`src/rtl/alu_pkg.sv`:
```
// ----------------------------------------------------------------------------
// alu_pkg
// Shared definitions for the C_bus ALU driver:
//   - opcode encodings OP_ADD..OP_MUL (3 bits)
//   - FSM state encoding (IDLE=0, MUL_RUN=1, DONE=2)
//   - default datapath / register-file dimensions
// Optional feature macro used by the files that import this package:
//   ALU_SATURATE_EN  - saturating ADD/SUB/INC/MUL instead of modulo wrap.
// ----------------------------------------------------------------------------
package alu_pkg;

    localparam int DATA_W_DEFAULT   = 16;
    localparam int NUM_REGS_DEFAULT = 8;
    localparam int SEL_W_DEFAULT    = 4;

    localparam logic [2:0] OP_ADD   = 3'd0;
    localparam logic [2:0] OP_SUB   = 3'd1;
    localparam logic [2:0] OP_PASSA = 3'd2;
    localparam logic [2:0] OP_PASSB = 3'd3;
    localparam logic [2:0] OP_INC   = 3'd4;
    localparam logic [2:0] OP_SHR   = 3'd5;
    localparam logic [2:0] OP_SHL   = 3'd6;
    localparam logic [2:0] OP_MUL   = 3'd7;

    typedef enum logic [1:0] {
        ST_IDLE    = 2'd0,
        ST_MUL_RUN = 2'd1,
        ST_DONE    = 2'd2
    } state_t;

endpackage

```
`src/rtl/alu_cbus_driver_if.sv`:
```
// ----------------------------------------------------------------------------
// alu_cbus_driver_if
// Bundles the microinstruction inputs and the C_bus/load outputs of the ALU.
//   master modport (sequencer / testbench): drives start, op, a_bus, b_bus,
//     dest_sel; observes C_bus, load_vec, busy, done, z_flag, dbg_state.
//   slave modport (alu_cbus_driver): the reverse.
// Handshake: a microinstruction is accepted on a rising edge where start=1
// and the ALU is idle (busy=0, done=0); start in any other cycle is dropped,
// nothing is queued. Every accepted op produces exactly one done pulse, and
// C_bus/z_flag/load_vec are valid in that same cycle.
// dbg_state exposes the FSM state for observation only.
// ----------------------------------------------------------------------------
interface alu_cbus_driver_if #(
    parameter int DATA_W   = 16,
    parameter int NUM_REGS = 8,
    parameter int SEL_W    = 4
);
    import alu_pkg::*;

    logic                start;
    logic [2:0]          op;
    logic [DATA_W-1:0]   a_bus;
    logic [DATA_W-1:0]   b_bus;
    logic [SEL_W-1:0]    dest_sel;
    logic [DATA_W-1:0]   C_bus;
    logic [NUM_REGS-1:0] load_vec;
    logic                busy;
    logic                done;
    logic                z_flag;
    state_t              dbg_state;

    modport master (
        output start, op, a_bus, b_bus, dest_sel,
        input  C_bus, load_vec, busy, done, z_flag, dbg_state
    );

    modport slave (
        input  start, op, a_bus, b_bus, dest_sel,
        output C_bus, load_vec, busy, done, z_flag, dbg_state
    );

endinterface

```
`src/rtl/alu_cbus_driver_seq_mul.sv`:
```
// ----------------------------------------------------------------------------
// seq_mul
// Iterative shift-add multiplier, one partial product per clock.
// Ports:
//   clk, rst_n  clock, asynchronous active-low reset
//   go          1-cycle launch; a/b are sampled on this edge
//   a, b        DATA_W-bit unsigned operands
//   busy        high while iterations remain
//   product     PROD_W-bit accumulator (DATA_W for modulo, 2*DATA_W when the
//               caller needs the upper half, e.g. for ALU_SATURATE_EN)
// The launch edge already folds in multiplier bit 0 straight from the input
// operands, so the remaining DATA_W-1 bits take DATA_W-1 busy cycles and the
// product is final in the first cycle busy is low.
// ----------------------------------------------------------------------------
module seq_mul #(
    parameter int DATA_W = 16,
    parameter int PROD_W = 16
) (
    input  logic              clk,
    input  logic              rst_n,
    input  logic              go,
    input  logic [DATA_W-1:0] a,
    input  logic [DATA_W-1:0] b,
    output logic              busy,
    output logic [PROD_W-1:0] product
);

    localparam int CNT_W = $clog2(DATA_W) + 1;

    logic [PROD_W-1:0] mcand_q, mcand_d;
    logic [PROD_W-1:0] acc_q,   acc_d;
    logic [DATA_W-1:0] mplier_q, mplier_d;
    logic [CNT_W-1:0]  cnt_q,   cnt_d;
    logic              busy_q,  busy_d;

    always_comb begin
        mcand_d  = mcand_q;
        acc_d    = acc_q;
        mplier_d = mplier_q;
        cnt_d    = cnt_q;
        busy_d   = busy_q;
        if (go) begin
            acc_d    = b[0] ? PROD_W'(a) : '0;
            mcand_d  = PROD_W'(a) << 1;
            mplier_d = b >> 1;
            cnt_d    = CNT_W'(DATA_W - 1);
            busy_d   = 1'b1;
        end else if (busy_q) begin
            if (mplier_q[0]) begin
                acc_d = acc_q + mcand_q;
            end
            mcand_d  = mcand_q << 1;
            mplier_d = mplier_q >> 1;
            cnt_d    = cnt_q - CNT_W'(1);
            busy_d   = (cnt_q != CNT_W'(1));
        end
    end

    always_ff @(posedge clk or negedge rst_n) begin
        if (!rst_n) begin
            mcand_q  <= '0;
            acc_q    <= '0;
            mplier_q <= '0;
            cnt_q    <= '0;
            busy_q   <= 1'b0;
        end else begin
            mcand_q  <= mcand_d;
            acc_q    <= acc_d;
            mplier_q <= mplier_d;
            cnt_q    <= cnt_d;
            busy_q   <= busy_d;
        end
    end

    assign busy    = busy_q;
    assign product = acc_q;

endmodule

```
`src/rtl/alu_cbus_driver.sv`:
```
// ----------------------------------------------------------------------------
// alu_cbus_driver
// Datapath ALU feeding the general purpose register file over C_bus.
// Ports:
//   clk    rising-edge clock
//   rst_n  asynchronous active-low reset; clears all outputs and the FSM
//   bus    alu_cbus_driver_if.slave:
//            start/op/a_bus/b_bus/dest_sel in; C_bus (registered result),
//            load_vec (one-hot, DONE cycle only), busy (multiply running),
//            done (1-cycle), z_flag, dbg_state out
// Single-cycle ops register their result on the accepting edge; MUL hands
// the operands to seq_mul and the result is registered 16 cycles later.
// Either way the FSM then spends one cycle in DONE, which is the only cycle
// load_vec and done are high, and always returns to IDLE afterwards.
// Build option: ALU_SATURATE_EN makes ADD/INC/MUL clamp to all-ones on
// overflow and SUB clamp to zero on borrow; otherwise all ops wrap.
// ----------------------------------------------------------------------------
module alu_cbus_driver
    import alu_pkg::*;
#(
    parameter int DATA_W   = DATA_W_DEFAULT,
    parameter int NUM_REGS = NUM_REGS_DEFAULT,
    parameter int SEL_W    = SEL_W_DEFAULT
) (
    input  logic               clk,
    input  logic               rst_n,
    alu_cbus_driver_if.slave   bus
);

`ifdef ALU_SATURATE_EN
    // Saturation must see the full product to detect upper-half overflow.
    localparam int PROD_W = 2 * DATA_W;
`else
    localparam int PROD_W = DATA_W;
`endif

    state_t              state_q, state_d;
    logic [DATA_W-1:0]   result_q, result_d;
    logic                z_q, z_d;
    logic [SEL_W-1:0]    dest_q, dest_d;
    logic [DATA_W-1:0]   alu_res;
    logic [DATA_W-1:0]   mul_res;
    logic [NUM_REGS-1:0] load_vec;
    logic                mul_go;
    logic                mul_busy;
    logic [PROD_W-1:0]   mul_prod;

    seq_mul #(
        .DATA_W (DATA_W),
        .PROD_W (PROD_W)
    ) u_seq_mul (
        .clk     (clk),
        .rst_n   (rst_n),
        .go      (mul_go),
        .a       (bus.a_bus),
        .b       (bus.b_bus),
        .busy    (mul_busy),
        .product (mul_prod)
    );

`ifdef ALU_SATURATE_EN
    // One extra bit on each single-cycle result carries the carry/borrow.
    logic [DATA_W:0] sum_ext, diff_ext, inc_ext;
    assign sum_ext  = {1'b0, bus.a_bus} + {1'b0, bus.b_bus};
    assign diff_ext = {1'b0, bus.a_bus} - {1'b0, bus.b_bus};
    assign inc_ext  = {1'b0, bus.a_bus} + (DATA_W + 1)'(1);
`endif

    // Single-cycle operations; MUL is handled by seq_mul.
    always_comb begin
        alu_res = '0;
        case (bus.op)
`ifdef ALU_SATURATE_EN
            OP_ADD: alu_res = sum_ext[DATA_W]  ? '1 : sum_ext[DATA_W-1:0];
            OP_SUB: alu_res = diff_ext[DATA_W] ? '0 : diff_ext[DATA_W-1:0];
            OP_INC: alu_res = inc_ext[DATA_W]  ? '1 : inc_ext[DATA_W-1:0];
`else
            OP_ADD: alu_res = bus.a_bus + bus.b_bus;
            OP_SUB: alu_res = bus.a_bus - bus.b_bus;
            OP_INC: alu_res = bus.a_bus + DATA_W'(1);
`endif
            OP_PASSA: alu_res = bus.a_bus;
            OP_PASSB: alu_res = bus.b_bus;
            OP_SHR:   alu_res = bus.a_bus >> bus.b_bus[3:0];
            OP_SHL:   alu_res = bus.a_bus << bus.b_bus[3:0];
            default:  alu_res = '0;
        endcase
    end

    always_comb begin
`ifdef ALU_SATURATE_EN
        mul_res = (|mul_prod[PROD_W-1:DATA_W]) ? '1 : mul_prod[DATA_W-1:0];
`else
        mul_res = mul_prod;
`endif
    end

    // Next-state / result logic. Inputs are only looked at in IDLE, so start,
    // op, operands and dest_sel are don't-care during MUL_RUN and DONE.
    always_comb begin
        state_d  = state_q;
        result_d = result_q;
        z_d      = z_q;
        dest_d   = dest_q;
        mul_go   = 1'b0;
        case (state_q)
            ST_IDLE: begin
                if (bus.start) begin
                    dest_d = bus.dest_sel;
                    if (bus.op == OP_MUL) begin
                        mul_go  = 1'b1;
                        state_d = ST_MUL_RUN;
                    end else begin
                        result_d = alu_res;
                        z_d      = (alu_res == '0);
                        state_d  = ST_DONE;
                    end
                end
            end
            ST_MUL_RUN: begin
                // seq_mul's product is final in its first non-busy cycle,
                // which is the 16th cycle spent here.
                if (!mul_busy) begin
                    result_d = mul_res;
                    z_d      = (mul_res == '0);
                    state_d  = ST_DONE;
                end
            end
            ST_DONE: begin
                state_d = ST_IDLE;
            end
            default: begin
                state_d = ST_IDLE;
            end
        endcase
    end

    always_ff @(posedge clk or negedge rst_n) begin
        if (!rst_n) begin
            state_q  <= ST_IDLE;
            result_q <= '0;
            z_q      <= 1'b0;
            dest_q   <= '0;
        end else begin
            state_q  <= state_d;
            result_q <= result_d;
            z_q      <= z_d;
            dest_q   <= dest_d;
        end
    end

    // Out-of-range destinations simply match no bit.
    always_comb begin
        load_vec = '0;
        for (int i = 0; i < NUM_REGS; i++) begin
            load_vec[i] = (state_q == ST_DONE) && (dest_q == SEL_W'(i));
        end
    end

    assign bus.C_bus     = result_q;
    assign bus.z_flag    = z_q;
    assign bus.load_vec  = load_vec;
    assign bus.busy      = (state_q == ST_MUL_RUN);
    assign bus.done      = (state_q == ST_DONE);
    assign bus.dbg_state = state_q;

endmodule

```
`src/flat_wrapper.sv`:
```
// flat-port wrapper written by rule: the top's interface ports become plain ports
module alu_cbus_driver_flat import alu_pkg::*;
#(
    parameter int DATA_W   = DATA_W_DEFAULT,
    parameter int NUM_REGS = NUM_REGS_DEFAULT,
    parameter int SEL_W    = SEL_W_DEFAULT
)
  (clk, rst_n, bus_start, bus_op, bus_a_bus, bus_b_bus, bus_dest_sel, bus_C_bus, bus_load_vec, bus_busy, bus_done, bus_z_flag, bus_dbg_state);
  alu_cbus_driver_if #(.DATA_W(DATA_W), .NUM_REGS(NUM_REGS), .SEL_W(SEL_W)) bus_i ();
  input  logic clk;
  input  logic rst_n;
  input wire logic [$bits(bus_i.start)-1:0] bus_start;
  input wire logic [$bits(bus_i.op)-1:0] bus_op;
  input wire logic [$bits(bus_i.a_bus)-1:0] bus_a_bus;
  input wire logic [$bits(bus_i.b_bus)-1:0] bus_b_bus;
  input wire logic [$bits(bus_i.dest_sel)-1:0] bus_dest_sel;
  output wire logic [$bits(bus_i.C_bus)-1:0] bus_C_bus;
  output wire logic [$bits(bus_i.load_vec)-1:0] bus_load_vec;
  output wire logic [$bits(bus_i.busy)-1:0] bus_busy;
  output wire logic [$bits(bus_i.done)-1:0] bus_done;
  output wire logic [$bits(bus_i.z_flag)-1:0] bus_z_flag;
  output wire logic [$bits(bus_i.dbg_state)-1:0] bus_dbg_state;
  assign bus_i.start = bus_start;
  assign bus_i.op = bus_op;
  assign bus_i.a_bus = bus_a_bus;
  assign bus_i.b_bus = bus_b_bus;
  assign bus_i.dest_sel = bus_dest_sel;
  assign bus_C_bus = bus_i.C_bus;
  assign bus_load_vec = bus_i.load_vec;
  assign bus_busy = bus_i.busy;
  assign bus_done = bus_i.done;
  assign bus_z_flag = bus_i.z_flag;
  assign bus_dbg_state = bus_i.dbg_state;
  alu_cbus_driver #(.DATA_W(DATA_W), .NUM_REGS(NUM_REGS), .SEL_W(SEL_W)) u_core (.clk(clk), .rst_n(rst_n), .bus(bus_i));
endmodule
```
`config.mk`:
```
export PLATFORM = sky130hd
export DESIGN_NAME = alu_cbus_driver_flat
export DESIGN_NICKNAME = d
export VERILOG_FILES = /design/src/rtl/alu_pkg.sv /design/src/rtl/alu_cbus_driver_if.sv /design/src/rtl/alu_cbus_driver_seq_mul.sv /design/src/rtl/alu_cbus_driver.sv /design/src/flat_wrapper.sv
export SDC_FILE = /design/constraint.sdc
export NUM_CORES = 1
export LEC_CHECK = 0
export CORE_UTILIZATION = 49
export CTS_CLUSTER_SIZE = 20
export DETAILED_ROUTE_END_ITERATION = 16
export PLACE_DENSITY = 0.7
export SYNTH_ARGS = -nofsm -noshare
export SYNTH_HDL_FRONTEND = slang
export SYNTH_HIERARCHICAL = 1
export SYNTH_SLANG_ARGS = --single-unit
```
`constraint.sdc`:
```
create_clock -name clk -period 2.6 [get_ports clk]
set_input_delay 0.52 -clock clk [delete_from_list [all_inputs] [get_ports clk]]
set_output_delay 0.52 -clock clk [all_outputs]
set_load 0.02 [all_outputs]
```
After elaboration in Yosys (flattened, before gate mapping)
Index checks and enable logic that the tools add are counted.
{ "word_totals": {"out_inout_bits": 29, "word_cells": 84, "inputBits": 42, "rom_bits": 0, "n_memories": 0, "latchBits": 0, "ramBits": 0, "regBits": 77} }
{ "op_classes": {"n_lt_le_gt_ge": 0, "n_eq_ne": 20, "add_sub_neg": 5, "reduce_logical": 20, "bitwise_logic": 0, "n_shift": 2, "n_div": 0, "mul": 0, "n_mux": 28} }
{ "op_table": {"columns": ["operator", "count"], "rows": [
  ["two-way mux 16 bit", 11],
  ["one-hot mux 16 bit (7 select lines)", 1],
  ["adder 16 bit", 2],
  ["zero test 16 bit", 2],
  ["one-hot mux 16 bit (2 select lines)", 1],
  ["adder 16 x 1 -> 16 bit, second input constant", 1],
  ["equality test 4 x 3 -> 1 bit, second input constant", 4],
  ["left shift 16 x 4 -> 16 bit", 1],
  [">> shifter 16 x 4 -> 16 bit", 1],
  ["subtractor 16 bit", 1],
  ["equality test 3 bit, second input constant", 4],
  ["two-way mux 5 bit", 2],
  ["equality test 4 x 2 -> 1 bit, second input constant", 2],
  ["logical AND 1 bit", 8],
  ["two-way mux 1 bit", 8],
  ["equality test 3 x 2 -> 1 bit, second input constant", 2],
  ["two-way mux 2 bit", 3],
  ["inequality test 2 bit, second input constant", 3],
  ["AND reduction 2 bit", 3],
  ["nonzero test 2 bit", 3],
  ["inequality test 5 x 1 -> 1 bit, second input constant", 1],
  ["subtractor 5 x 1 -> 5 bit, second input constant", 1],
  ["equality test 4 x 1 -> 1 bit, second input constant", 1],
  ["zero test 4 bit", 1],
  ["other kinds (8)", 8]
]} }

Depth between registers and ports, before layout
Gate-level depths: netlist (run 1).
{ "depth": {"ltp_word": 6, "depth_mapped": 19, "depth_no_buf": 16} }

Cells and area by module
The synthesis (run 1) kept the hierarchy.
{ "by_module_without_submodules": {"columns": ["module", "instances", "seq_area_each_um2", "area_per_inst_um2", "cells_per_inst"], "rows": [
  ["alu_cbus_driver", 1, 575.6, 4329.2, 560],
  ["seq_mul", 1, 1301.2, 3014.1, 316]
]} }

Least setup slack after synthesis (run 1)
OpenSTA, ideal clock, no wires.
{ "synth_path": {"path_kind": "input port to flip-flop", "from": "input bus_b_bus[0]", "to": "register u_core.result_q[11] (netlist: u_core/bus.C_bus[11])", "required_time_ps": 2482, "setup_time_ps": 118, "arrival_ps": 4047, "path_buffers": 3, "setup_slack_ps": -1565, "stages": 18, "path_cell_list": "buf_6 -> clkinv_1 -> buf_1 -> ha_1 -> and3_1 -> and2_1 -> or3_1 -> a21oi_1 -> ha_1 -> clkbuf_1 -> nand4_1 -> nor2_1 -> and3_1 -> or3_1 -> xnor2_1 -> a2111oi_1 -> a211oi_1 -> a21o_1"} }
{ "synth_between": {"elab_chain_cells": 5, "word_cells_on_any_way": 8, "classes_between": "add/sub: 2; shift: 2; mux: 4"} }
{ "synth_lines": {"columns": ["item", "line_no", "rtl"], "rows": [
  ["start, declared", "flat_wrapper.sv:15", "input wire logic [$bits(bus_i.b_bus)-1:0] bus_b_bus;"],
  ["subtractor 16 bit, or another cell as far along", "alu_cbus_driver.sv:79", "OP_SUB: alu_res = bus.a_bus - bus.b_bus;"],
  ["one-hot mux 16 bit (7 select lines) (*)", "alu_cbus_driver.sv:72", "case (bus.op)"],
  ["two-way mux 16 bit (*)", "alu_cbus_driver.sv:110", "if (bus.op == OP_MUL) begin"],
  ["two-way mux 16 bit (*)", "alu_cbus_driver.sv:108", "if (bus.start) begin"],
  ["one-hot mux 16 bit (2 select lines) (*)", "alu_cbus_driver.sv:106", "case (state_q)"],
  ["end signal, assigned", "alu_cbus_driver.sv:146", "result_q <= result_d;"],
  ["end, declared", "alu_cbus_driver.sv:38", "logic [DATA_W-1:0] result_q, result_d;"]
]} }
Mark *: on every way between the ends. The rest lies on a longest branch, timed or not. The select of a mux whose other input is x is not followed.
A chain may end at the register's enable or synchronous reset.

Worst setup path after layout (run 1)
{ "layout_path": {"from": "input bus_b_bus[7]", "to": "register u_core.result_q[11] (netlist: u_core/bus.C_bus[11])"} }
{ "layout_between": {"elab_chain_cells": 5, "word_cells_on_any_way": 6, "classes_between": "add/sub: 2; mux: 4"} }
{ "layout_lines": {"columns": ["item", "line_no"], "rows": [
  ["subtractor 16 bit / adder 16 bit (equally long branches)", "alu_cbus_driver.sv:79, alu_cbus_driver.sv:78"],
  ["one-hot mux 16 bit (7 select lines) (*)", "alu_cbus_driver.sv:72"],
  ["two-way mux 16 bit (*)", "alu_cbus_driver.sv:110"],
  ["two-way mux 16 bit (*)", "alu_cbus_driver.sv:108"],
  ["one-hot mux 16 bit (2 select lines) (*)", "alu_cbus_driver.sv:106"]
]} }
Marks and branches as above.

==> impl_metrics.csv, run 1 <==
group,metric,value,unit
placement,place_hpwl,21680,µm
clock_network,cts_sinks,75,
worst_setup_path,slowest_delay,540,ps
grt,grt_pass1_vias,7919,
worst_setup_path,crit_chain,"buf_2, or4_4, nor3_4, and2_4, o21ai_4, a21oi_4, ha_4, buf_6, nand2_2, o21ai_2, or3_4, xnor2_4, a2111oi_4, a211oi_2, a21o_1",
routing,routed_wl,29730,µm
worst_setup_path,reg2reg_from,"u_core/u_seq_mul/mcand_q[1]$_DFFE_PN0P_",
floorplan,num_io_pins,71,
floorplan,die_height,124.4,µm
synth,yosys_most_used_dff,"dfrtp_1",
clock_network,cts_made_buffers,9,
sta,maxSlewHeadroom,0.5295,
synth,ys_types,83,
sta,drv_slew,0,
power_and_ir_drop,ir_drop,0.0008125,V
clock_network,hold_buffers,0,
floorplan,core,14590,µm²
synth,synth_xor_area_frac,0.03340,
power_and_ir_drop,pwr-share-seq,0.272,
grt,grt_pass1_wl,45100,µm
placement,port_buffers,70,
synth,syn-num-nets,954,
synth,synth_top_family_by_area,"compound AO/OA/AOI/OAI gates",
routing,routedWlPerCell,22.78,µm
synth,synth_compound_area_frac,0.2293,
routing,via_per_inst,6.265,
sta,min_period_over_period,1.310,
power_and_ir_drop,power_frac_comb,0.566,
cells_and_area,syn2layout_area_growth,48.46,%
grt,grt_max_degree,47,
routing,num_vias,8176,
synth,ys_ff_latch,75,
worst_setup_path,timing.rr.end,"u_core/u_seq_mul/product[13]$_DFFE_PN0P_",
floorplan,dieWidth,124.4,µm
power_and_ir_drop,pwr-share-clk,0.163,
routing,drc_errors,0,
clock_network,h-tree-depth,3,
worst_setup_path,cp-end-kind,"register",
floorplan,dieArea,15480,µm²
sta,period_minus_slack,3407,ps
clock_network,cts_tree,"yes",
synth,synthTopCellsByArea,"dfrtp_1 (26%), mux2i_1 (9.7%), ha_1 (5.8%)",
floorplan,rows,44,
sta,finalWorstSetupSlack,-806.9,ps
power_and_ir_drop,internal_power,4.520,mW
run_status,status,"finished with violations",
power_and_ir_drop,p_leak,4.887,nW
synth,synth_edf_count,0,
worst_setup_path,worstPathArrival,3630,ps
synth,synth_mux_area_frac,0.1612,
synth,yosysTopAreaCellShare,0.2556,
routing,drt_iter0_drc,892,
cells_and_area,fin_util,0.7473,
worst_setup_path,r2r_slack,100,ps
power_and_ir_drop,total_power,7.822,mW
placement,dp_slack,-1677,ps
synth,synthArstFlopShare,1.000,
clock_network,cts_root_buf,"clkbuf_16",
synth,netlist_area,7343,µm²
power_and_ir_drop,p_per_area,717.5,nW/µm²
min_path,hold_path_class,"input port to asynchronous set/reset pin",
synth,yosysSeqAreaShare,0.2556,
run,drv_cap,0,
synth,synthAdderAreaFrac,0.06338,
sta,finalHoldViolCount,0,
worst_setup_path,path_class,"input port to register",
routing,drt-pass1-iter-count,5,
routing,postRouteAntennaNets,0,
worst_setup_path,crit_slowest_cell,"or4_4",
sta,worst_pin_slew,703.6,ps
worst_setup_path,startpoint_type,"input port",
synth,yosys.area.top_type,"dfrtp_1",
worst_setup_path,crit_path_max_fanout,5,
sta,rsz0062_at_grt,"true",
cells_and_area,drive_gt1_frac,0.3657,
grt,grt_remaining_overflow,0,
power_and_ir_drop,swShare,0.4222,
clock_network,clk_pin_slew,60,ps
sta,clock-skew-final,7.103,ps
cells_and_area,antenna_cells,0,
run_status,violations,"setup timing",
synth,synth_cells,876,
placement,globalplace.congestion,1.023,
grt,antenna_found_initial,0,
worst_setup_path,reg2regPathDepth,10,
cells_and_area,nets,1194,
synth,synthSimpleGateAreaFrac,0.1994,
clock_network,ctsLongestPathBuffers,2,
worst_setup_path,required,2820,ps
sta,holdWs,114.1,ps
floorplan,start_util,0.5033,
sta,finalSetupViolCount,16,
power_and_ir_drop,p_sw,3.302,mW
sta,max_freq,293.5,MHz
synth,synth.avg_cell_area,8.383,µm²
clock_network,clock_latency,340,ps
synth,synth_warnings,6,
grt,track_usage,0.3775,
critical path: cells and delay by family:
family	cells	cell delay (ps)
buf+inv	2	240
xor+xnor	1	170
compound gates	6	1030
fa+ha+maj	1	230
simple gates	5	1450
Yosys cell counts, types with 15 or more instances:
cell type and instances:
a21oi_1 51, clkbuf_1 31, dfrtp_1 75, ha_1 34
inv_1 25, mux2_2 15, mux2i_1 71, nand2_1 86
nor2_1 91, nor3_1 20, o21ai_0 76, xnor2_1 20
power groups by stage:
stage          Clock [mW]  Sequential, mW  Combinational [mW]
6_report             1.27            2.12                4.43
5_1_grt              1.33            2.18                4.76
4_1_cts              1.28            2.11                4.20
3_5_place_dp            0            2.12                3.94
3_3_place_gp            0            2.10                3.85
2_1_floorplan           0            2.10                2.49
cell families after synthesis:
family	Yosys count
AOI/OAI and AO/OA	252
xor gates and xnor gates	28
adders and majority gates	36
buffers and inverters	87
DFF	75
muxes	99
and+or+nand+nor	299
routing by layer:
metal	wire, µm	track usage	vias to the layer above
li1	-	-	3736
met1	12680	0.5255	4011
met2	13660	0.6032	362
met3	2488	0.07088	67
met4	900	0.09213	0
met5	0	0	-
final cells by class:
type / count / area [µm²]
clock inverters: 5 / 62.56
fillers: 1104 / 3687
flip-flops and latches: 75 / 1878
multi-input cells: 715 / 5861
inverters: 28 / 121.4
repair buffers: 287 / 2506
clock buffers: 11 / 242.7
well taps: 184 / 230.2
how the worst max path moves through the flow:
stage | start | to | slack [ps] | cells after the start
2_1_floorplan | bus_b_bus[1] | u_core/bus.C_bus[11]$_DFFE_PN0P_ | -1030 | 19
3_3_place_gp | bus_op[0] | u_core/bus.C_bus[11]$_DFFE_PN0P_ | -1610 | 14
3_5_place_dp | bus_op[1] | u_core/bus.C_bus[11]$_DFFE_PN0P_ | -1680 | 14
4_1_cts | bus_b_bus[4] | u_core/bus.C_bus[11]$_DFFE_PN0P_ | -830 | 16
5_1_grt | bus_b_bus[1] | u_core/bus.z_flag$_DFFE_PN0P_ | -920 | 17
6_report | bus_b_bus[7] | u_core/bus.C_bus[11]$_DFFE_PN0P_ | -810 | 15
flip-flops by register name, summed over array words and instances, names as in the netlist:
name                       cells
u_core/bus.dbg_state           2
u_core/u_seq_mul/busy          1
u_core/u_seq_mul/mplier_q     15
u_core/dest_q                  4
u_core/u_seq_mul/cnt_q         5
u_core/bus.C_bus              16
u_core/u_seq_mul/mcand_q      15
u_core/u_seq_mul/product      16
u_core/bus.z_flag              1
what timing repair did:
action	CTS	global route
setup endpoints to repair	19	21
resized for setup	172	69
setup buffers	11	13
pin swaps	64	58
gates cloned	2	0
endpoints found under the hold margin	0	0
metrics by stage:
| stage | instance area [µm²] | instances | TNS, ps |
|---|---|---|---|
| after floorplan | 7532 | 876 | -9400 |
| after detailed placement | 9585 | 1269 | -25480 |
| after global placement | 9585 | 1269 | -24110 |
| after CTS | 10520 | 1294 | -7323 |
| after global routing | 10900 | 1305 | -9431 |
| final | 10900 | 1305 | -8207 |
placed cells by master (no fill, tap or decap), types with 22 or more instances in the layout:
cell and instances:
a21oi_1 34, buf_4 191, buf_6 25, clkdlybuf4s50_1 48
dfrtp_1 74, ha_1 25, inv_1 22, mux2i_1 67
nand2_1 79, nor2_1 80, o21ai_0 51, o21ai_1 24
Note: power is estimated with default switching activity, not from simulation.
==> run 2, diff against run 1 <==
--- a/config.mk
+++ b/config.mk
@@ -6,9 +6,11 @@
 export NUM_CORES = 1
 export LEC_CHECK = 0
 export CORE_UTILIZATION = 49
+export CTS_BUF_LIST = sky130_fd_sc_hd__clkbuf_8 sky130_fd_sc_hd__clkbuf_16
 export CTS_CLUSTER_SIZE = 20
 export DETAILED_ROUTE_END_ITERATION = 16
 export PLACE_DENSITY = 0.7
+export SLEW_MARGIN = 10
 export SYNTH_ARGS = -nofsm -noshare
 export SYNTH_HDL_FRONTEND = slang
 export SYNTH_HIERARCHICAL = 1
==> run 2 against run 1 <==
The run still ends with setup timing left; critical path depth stayed put; total power hardly changed; register-to-register slack hardly changed; non-clock buffer count stayed put; maximum frequency hardly changed; combinational power hardly changed; core utilization stayed put; setup slack better by 2.3 ps; wire length hardly changed; global-route usage stayed put; flip-flop and latch count stayed put; worst hold slack worse by 1.1 ps.
==> impl_metrics.csv, run 2 (synthesis results as in run 1) <==
group,metric,value,unit
sta,clock-skew-final,7.319,ps
routing,drt-pass1-iter-count,5,
power_and_ir_drop,p_leak,4.891,nW
placement,placed_area,9585,µm²
routing,postRouteAntennaNets,0,
worst_setup_path,required,2820,ps
cells_and_area,final_cell_mix,"buf_4 (191), nor2_1 (80), nand2_1 (79), dfrtp_1 (74), mux2i_1 (67)",
clock_network,clock_latency,340,ps
floorplan,core,14590,µm²
floorplan,dieArea,15480,µm²
cells_and_area,final_cells,1305,
sta,maxSlewHeadroom,0.5269,
grt,grt_max_degree,47,
floorplan,num_io_pins,71,
sta,period_minus_slack,3405,ps
routing,drt_iter0_drc,892,
placement,dp_slack,-1677,ps
routing,routedWlPerCell,22.78,µm
routing,via_per_inst,6.268,
floorplan,dieWidth,124.4,µm
cells_and_area,layout_commonest_cell,"buf_4",
sta,min_period_over_period,1.309,
sta,finalHoldViolCount,0,
grt,grt_pass1_wl,45100,µm
worst_setup_path,worstPathArrival,3630,ps
placement,place_hpwl,21680,µm
clock_network,cts_made_buffers,9,
floorplan,rows,44,
sta,drv_slew,0,
min_path,hold_path_class,"input port to asynchronous set/reset pin",
sta,worst_pin_slew,707.5,ps
routing,drc_errors,0,
grt,grt_remaining_overflow,0,
routing,routed_wl,29730,µm
clock_network,ctsLongestPathBuffers,2,
placement,place_inst,1269,
placement,port_buffers,70,
worst_setup_path,crit_path_max_fanout,5,
cells_and_area,antenna_cells,0,
clock_network,cts_sinks,75,
grt,grt_pass1_vias,7919,
worst_setup_path,cp-end-kind,"register",
routing,num_vias,8180,
clock_network,cts_tree,"yes",
power_and_ir_drop,p_per_area,716.9,nW/µm²
clock_network,h-tree-depth,3,
floorplan,start_util,0.5033,
worst_setup_path,path_class,"input port to register",
grt,track_usage,0.3775,
sta,finalSetupViolCount,16,
sta,rsz0062_at_grt,"true",
grt,antenna_found_initial,0,
placement,globalplace.congestion,1.023,
cells_and_area,fin_area,10900,µm²
cells_and_area,fin_util,0.7473,
power_and_ir_drop,ir_drop,0.0008124,V
run_status,violations,"setup timing",
worst_setup_path,startpoint_type,"input port",
sta,max_freq,293.7,MHz
sta,holdWs,113.0,ps
sta,finalWorstSetupSlack,-804.6,ps
clock_network,cts_root_buf,"clkbuf_16",
cells_and_area,drive_gt1_frac,0.3657,
clock_network,clk_pin_slew,60,ps
run,drv_cap,0,
floorplan,die_height,124.4,µm
cells_and_area,nets,1194,
cells_and_area,syn2layout_area_growth,48.46,%
run_status,status,"finished with violations",
-- run 2: worst max-delay path, stage by stage --
cell	delay (ps)
buf_2	110
or4_4	540
nor3_4	210
and2_4	210
o21ai_4	70
a21oi_4	200
ha_4	230
buf_6	130
nand2_2	60
o21ai_2	70
or3_4	430
xnor2_4	170
a2111oi_4	380
a211oi_2	130
a21o_1	170
-- run 2: cell type report --
class	instances	area [µm²]
Multi-Input combinational cell	715	5861
Fill cell	1104	3687
Timing Repair Buffer	287	2506
Sequential cell	75	1878
Clock buffer	10	239.0
Tap cell	184	230.2
Inverter	28	121.4
Clock inverter	6	66.31
-- run 2: where the power goes --
group          switching [mW]  internal [mW]  total (mW)
registers               0.479           1.64        2.12
clock network           0.498          0.769        1.27
logic                    2.32           2.10        4.43
total                    3.30           4.52        7.81
-- run 2: path summary, 6_finish.rpt --
check	depth (start not counted)	slack, ps	to	from
max	15	-800	u_core/bus.C_bus[11]$_DFFE_PN0P_	bus_b_bus[7]
min	1	110	u_core/dest_q[2]$_DFFE_PN0P_	rst_n
max reg2reg	10	110	u_core/u_seq_mul/product[13]$_DFFE_PN0P_	u_core/u_seq_mul/mcand_q[1]$_DFFE_PN0P_
min reg2reg	2	490	u_core/bus.C_bus[7]$_DFFE_PN0P_	u_core/bus.C_bus[7]$_DFFE_PN0P_
max in group asynchronous	2	1910	u_core/u_seq_mul/product[12]$_DFFE_PN0P_	rst_n
min in group clk	2	490	u_core/bus.C_bus[7]$_DFFE_PN0P_	u_core/bus.C_bus[7]$_DFFE_PN0P_
-- run 2: timing repair --
action	CTS	global route
buffers inserted	11	13
cloned	2	0
pin swaps	64	58
hold endpoints to repair	0	0
hold buffers	0	0
setup endpoints to repair	19	21
gates resized for setup	172	69
-- run 2: routing by layer --
| metal | share of wire | wire length (µm) | track usage | vias up |
|---|---|---|---|---|
| li1 | - | - | - | 3735 |
| met3 | 0.086 | 2551 | 0.07088 | 71 |
| met4 | 0.030 | 903 | 0.09213 | 0 |
| met1 | 0.43 | 12650 | 0.5255 | 4002 |
| met2 | 0.46 | 13630 | 0.6032 | 372 |
| met5 | 0 | 0 | 0 | - |
-- run 2: per-stage QoR --
step           setup TNS (ps)  power [mW]
6_report                -8165       7.815
5_1_grt                 -9431       8.267
4_1_cts                 -7323       7.583
3_5_place_dp           -25480       6.061
3_3_place_gp           -24110       5.949
2_1_floorplan           -9400       4.596
==> run 3, diff against run 2 <==
--- a/config.mk
+++ b/config.mk
@@ -5,11 +5,11 @@
 export SDC_FILE = /design/constraint.sdc
 export NUM_CORES = 1
 export LEC_CHECK = 0
-export CORE_UTILIZATION = 49
+export CORE_UTILIZATION = 45
 export CTS_BUF_LIST = sky130_fd_sc_hd__clkbuf_8 sky130_fd_sc_hd__clkbuf_16
 export CTS_CLUSTER_SIZE = 20
 export DETAILED_ROUTE_END_ITERATION = 16
-export PLACE_DENSITY = 0.7
+export PLACE_DENSITY = 0.65
 export SLEW_MARGIN = 10
 export SYNTH_ARGS = -nofsm -noshare
 export SYNTH_HDL_FRONTEND = slang
==> run 3 against run 2 <==
The run still ends with setup timing left; critical path depth rose by 2; register-to-register slack barely moved; die area rose by 8.7%; combinational power fell by 3%; cell count rose by 0.69%; first-iteration DRC count fell by 10%; worst hold slack improved by 44 ps; setup slack improved by 7.5 ps; critical endpoint is now u_core/bus.z_flag$_DFFE_PN0P_; largest power group unchanged; highest routed layer unchanged; wire length fell by 6.4%.
==> impl_metrics.csv, run 3 (synthesis results as in run 1) <==
group,metric,value,unit
placement,port_buffers,70,
worst_setup_path,startpoint_type,"input port",
power_and_ir_drop,internal_power,4.439,mW
worst_setup_path,cp-endpoint,"u_core/bus.z_flag$_DFFE_PN0P_",
floorplan,dieWidth,129.7,µm
routing,num_vias,7982,
worst_setup_path,required,2860,ps
power_and_ir_drop,total_power,7.635,mW
sta,maxSlewHeadroom,0.4536,
placement,globalplace.congestion,0.9816,
power_and_ir_drop,p_sw,3.196,mW
cells_and_area,syn2layout_area_growth,46.24,%
clock_network,cts_made_buffers,9,
min_path,hold_path_class,"input port to asynchronous set/reset pin",
floorplan,core,15890,µm²
floorplan,die_height,129.7,µm
grt,grt_pass1_wl,41300,µm
clock_network,cts_sinks,75,
sta,drv_slew,0,
sta,max_freq,294.4,MHz
clock_network,cts_tree,"yes",
worst_setup_path,crit_path_max_fanout,3,
worst_setup_path,cp-end-kind,"register",
sta,finalSetupTns,-7805,ps
power_and_ir_drop,pwr-share-clk,0.162,
power_and_ir_drop,p_leak,4.796,nW
worst_setup_path,reg2regPathDepth,10,
power_and_ir_drop,swShare,0.4185,
worst_setup_path,r2r_slack,110,ps
grt,grt_remaining_overflow,0,
cells_and_area,fin_util,0.6760,
floorplan,num_io_pins,71,
grt,antenna_found_initial,1,
floorplan,dieArea,16830,µm²
sta,finalSetupViolCount,16,
sta,min_period_over_period,1.307,
placement,place_hpwl,20220,µm
sta,finalHoldViolCount,0,
routing,drc_errors,0,
grt,grt_max_degree,45,
sta,holdWs,156.7,ps
sta,rsz0062_at_grt,"true",
sta,worst_pin_slew,809.3,ps
cells_and_area,final_cell_mix,"buf_4 (173), nand2_1 (83), nor2_1 (80), dfrtp_1 (74), mux2i_1 (67)",
clock_network,ctsLongestPathBuffers,2,
routing,drt-pass1-iter-count,5,
sta,period_minus_slack,3397,ps
sta,finalWorstSetupSlack,-797.2,ps
grt,grt_pass1_vias,7510,
run_status,status,"finished with violations",
routing,postRouteAntennaNets,0,
sta,clock-skew-final,3.526,ps
run_status,violations,"setup timing",
clock_network,cts_root_buf,"clkbuf_16",
worst_setup_path,path_class,"input port to register",
clock_network,clk_pin_slew,60,ps
routing,via_per_inst,6.075,
clock_network,hold_buffers,0,
power_and_ir_drop,p_per_area,711.0,nW/µm²
power_and_ir_drop,power_frac_comb,0.562,
worst_setup_path,timing.rr.end,"u_core/u_seq_mul/product[15]$_DFFE_PN0P_",
worst_setup_path,worstPathArrival,3650,ps
floorplan,start_util,0.4623,
grt,track_usage,0.3273,
clock_network,clock_latency,340,ps
routing,routedWlPerCell,21.17,µm
routing,drt_iter0_drc,800,
power_and_ir_drop,pwr-share-seq,0.276,
routing,routed_wl,27820,µm
floorplan,rows,46,
worst_setup_path,worstSetupStartpoint,"bus_b_bus[7]",
placement,dp_slack,-1598,ps
cells_and_area,nets,1170,
run,drv_cap,0,
power_and_ir_drop,ir_drop,0.0007278,V
cells_and_area,layout_commonest_cell,"buf_4",
worst_setup_path,reg2reg_from,"u_core/u_seq_mul/mcand_q[1]$_DFFE_PN0P_",
cells_and_area,drive_gt1_frac,0.3464,
clock_network,h-tree-depth,3,
-- run 3: cell count changes in the layout (fill, tap and decap cells not counted), moves of 3 or more --
cell           delta
buf_4            -18
buf_6             -6
nand2_2           -5
nand2_1           +4
a21oi_2           -3
buf_12            -3
dlygate4sd2_1     -3
-- run 3: worst max-delay path, cell delays in order --
cell      delay (ps)
buf_6             90
or4_4            550
nor3_4           160
and2_4           180
o21ai_2           60
a21oi_4          170
ha_4             240
nand4_1          120
nor2_1            60
and3_4           180
buf_4            130
o311ai_2         260
buf_4            180
o22ai_1          110
a221oi_2         320
nand4_1          160
o21ai_1          160
-- run 3: metal layers --
layer,up-vias,GRT usage,wire (µm)
met3,80,0.06314,2346
met5,-,0,0
met4,0,0.1224,960
li1,3686,-,-
met1,3851,0.4354,11710
met2,365,0.5285,12800
-- run 3: repair_timing --
action / 4_1_cts / 5_1_grt
setup endpoints to repair: 18 / 21
gates cloned: 2 / 0
buffers inserted: 21 / 5
pin swaps: 85 / 65
gates resized for setup: 151 / 73
-- run 3: cell type report --
cell class                      count  area (µm²)
Multi-Input combinational cell    714        5863
Clock inverter                      7       68.82
Antenna cell                        1       2.502
Timing Repair Buffer              264        2315
Fill cell                        1309        5146
Tap cell                          216       270.3
Sequential cell                    75        1878
Clock buffer                        9       225.2
Inverter                           28       116.4
-- run 3: worst min path at each step --
stage / endpoint / slack (ps) / cells after the start
after CTS: u_core/dest_q[1]$_DFFE_PN0P_ / 160 / 1
after global placement: u_core/bus.C_bus[2]$_DFFE_PN0P_ / 460 / 2
after floorplan: u_core/bus.C_bus[0]$_DFFE_PN0P_ / 220 / 0
after global routing: u_core/dest_q[1]$_DFFE_PN0P_ / 180 / 1
after detailed placement: u_core/bus.C_bus[10]$_DFFE_PN0P_ / 470 / 2
final: u_core/dest_q[1]$_DFFE_PN0P_ / 160 / 1
-- run 3: stage by stage --
step	instances	instance area (µm²)
3_5_place_dp	1276	9438
6_report	1314	10740
5_1_grt	1314	10740
4_1_cts	1309	10360
2_1_floorplan	876	7532
3_3_place_gp	1276	9438
-- run 3: power groups by stage --
stage,logic [mW],registers [mW],clock network (mW)
finish,4.29,2.11,1.23
detailed placement,3.88,2.11,0
global route,4.64,2.16,1.31
global placement,3.81,2.10,0
floorplan,2.49,2.10,0
CTS,4.11,2.10,1.26
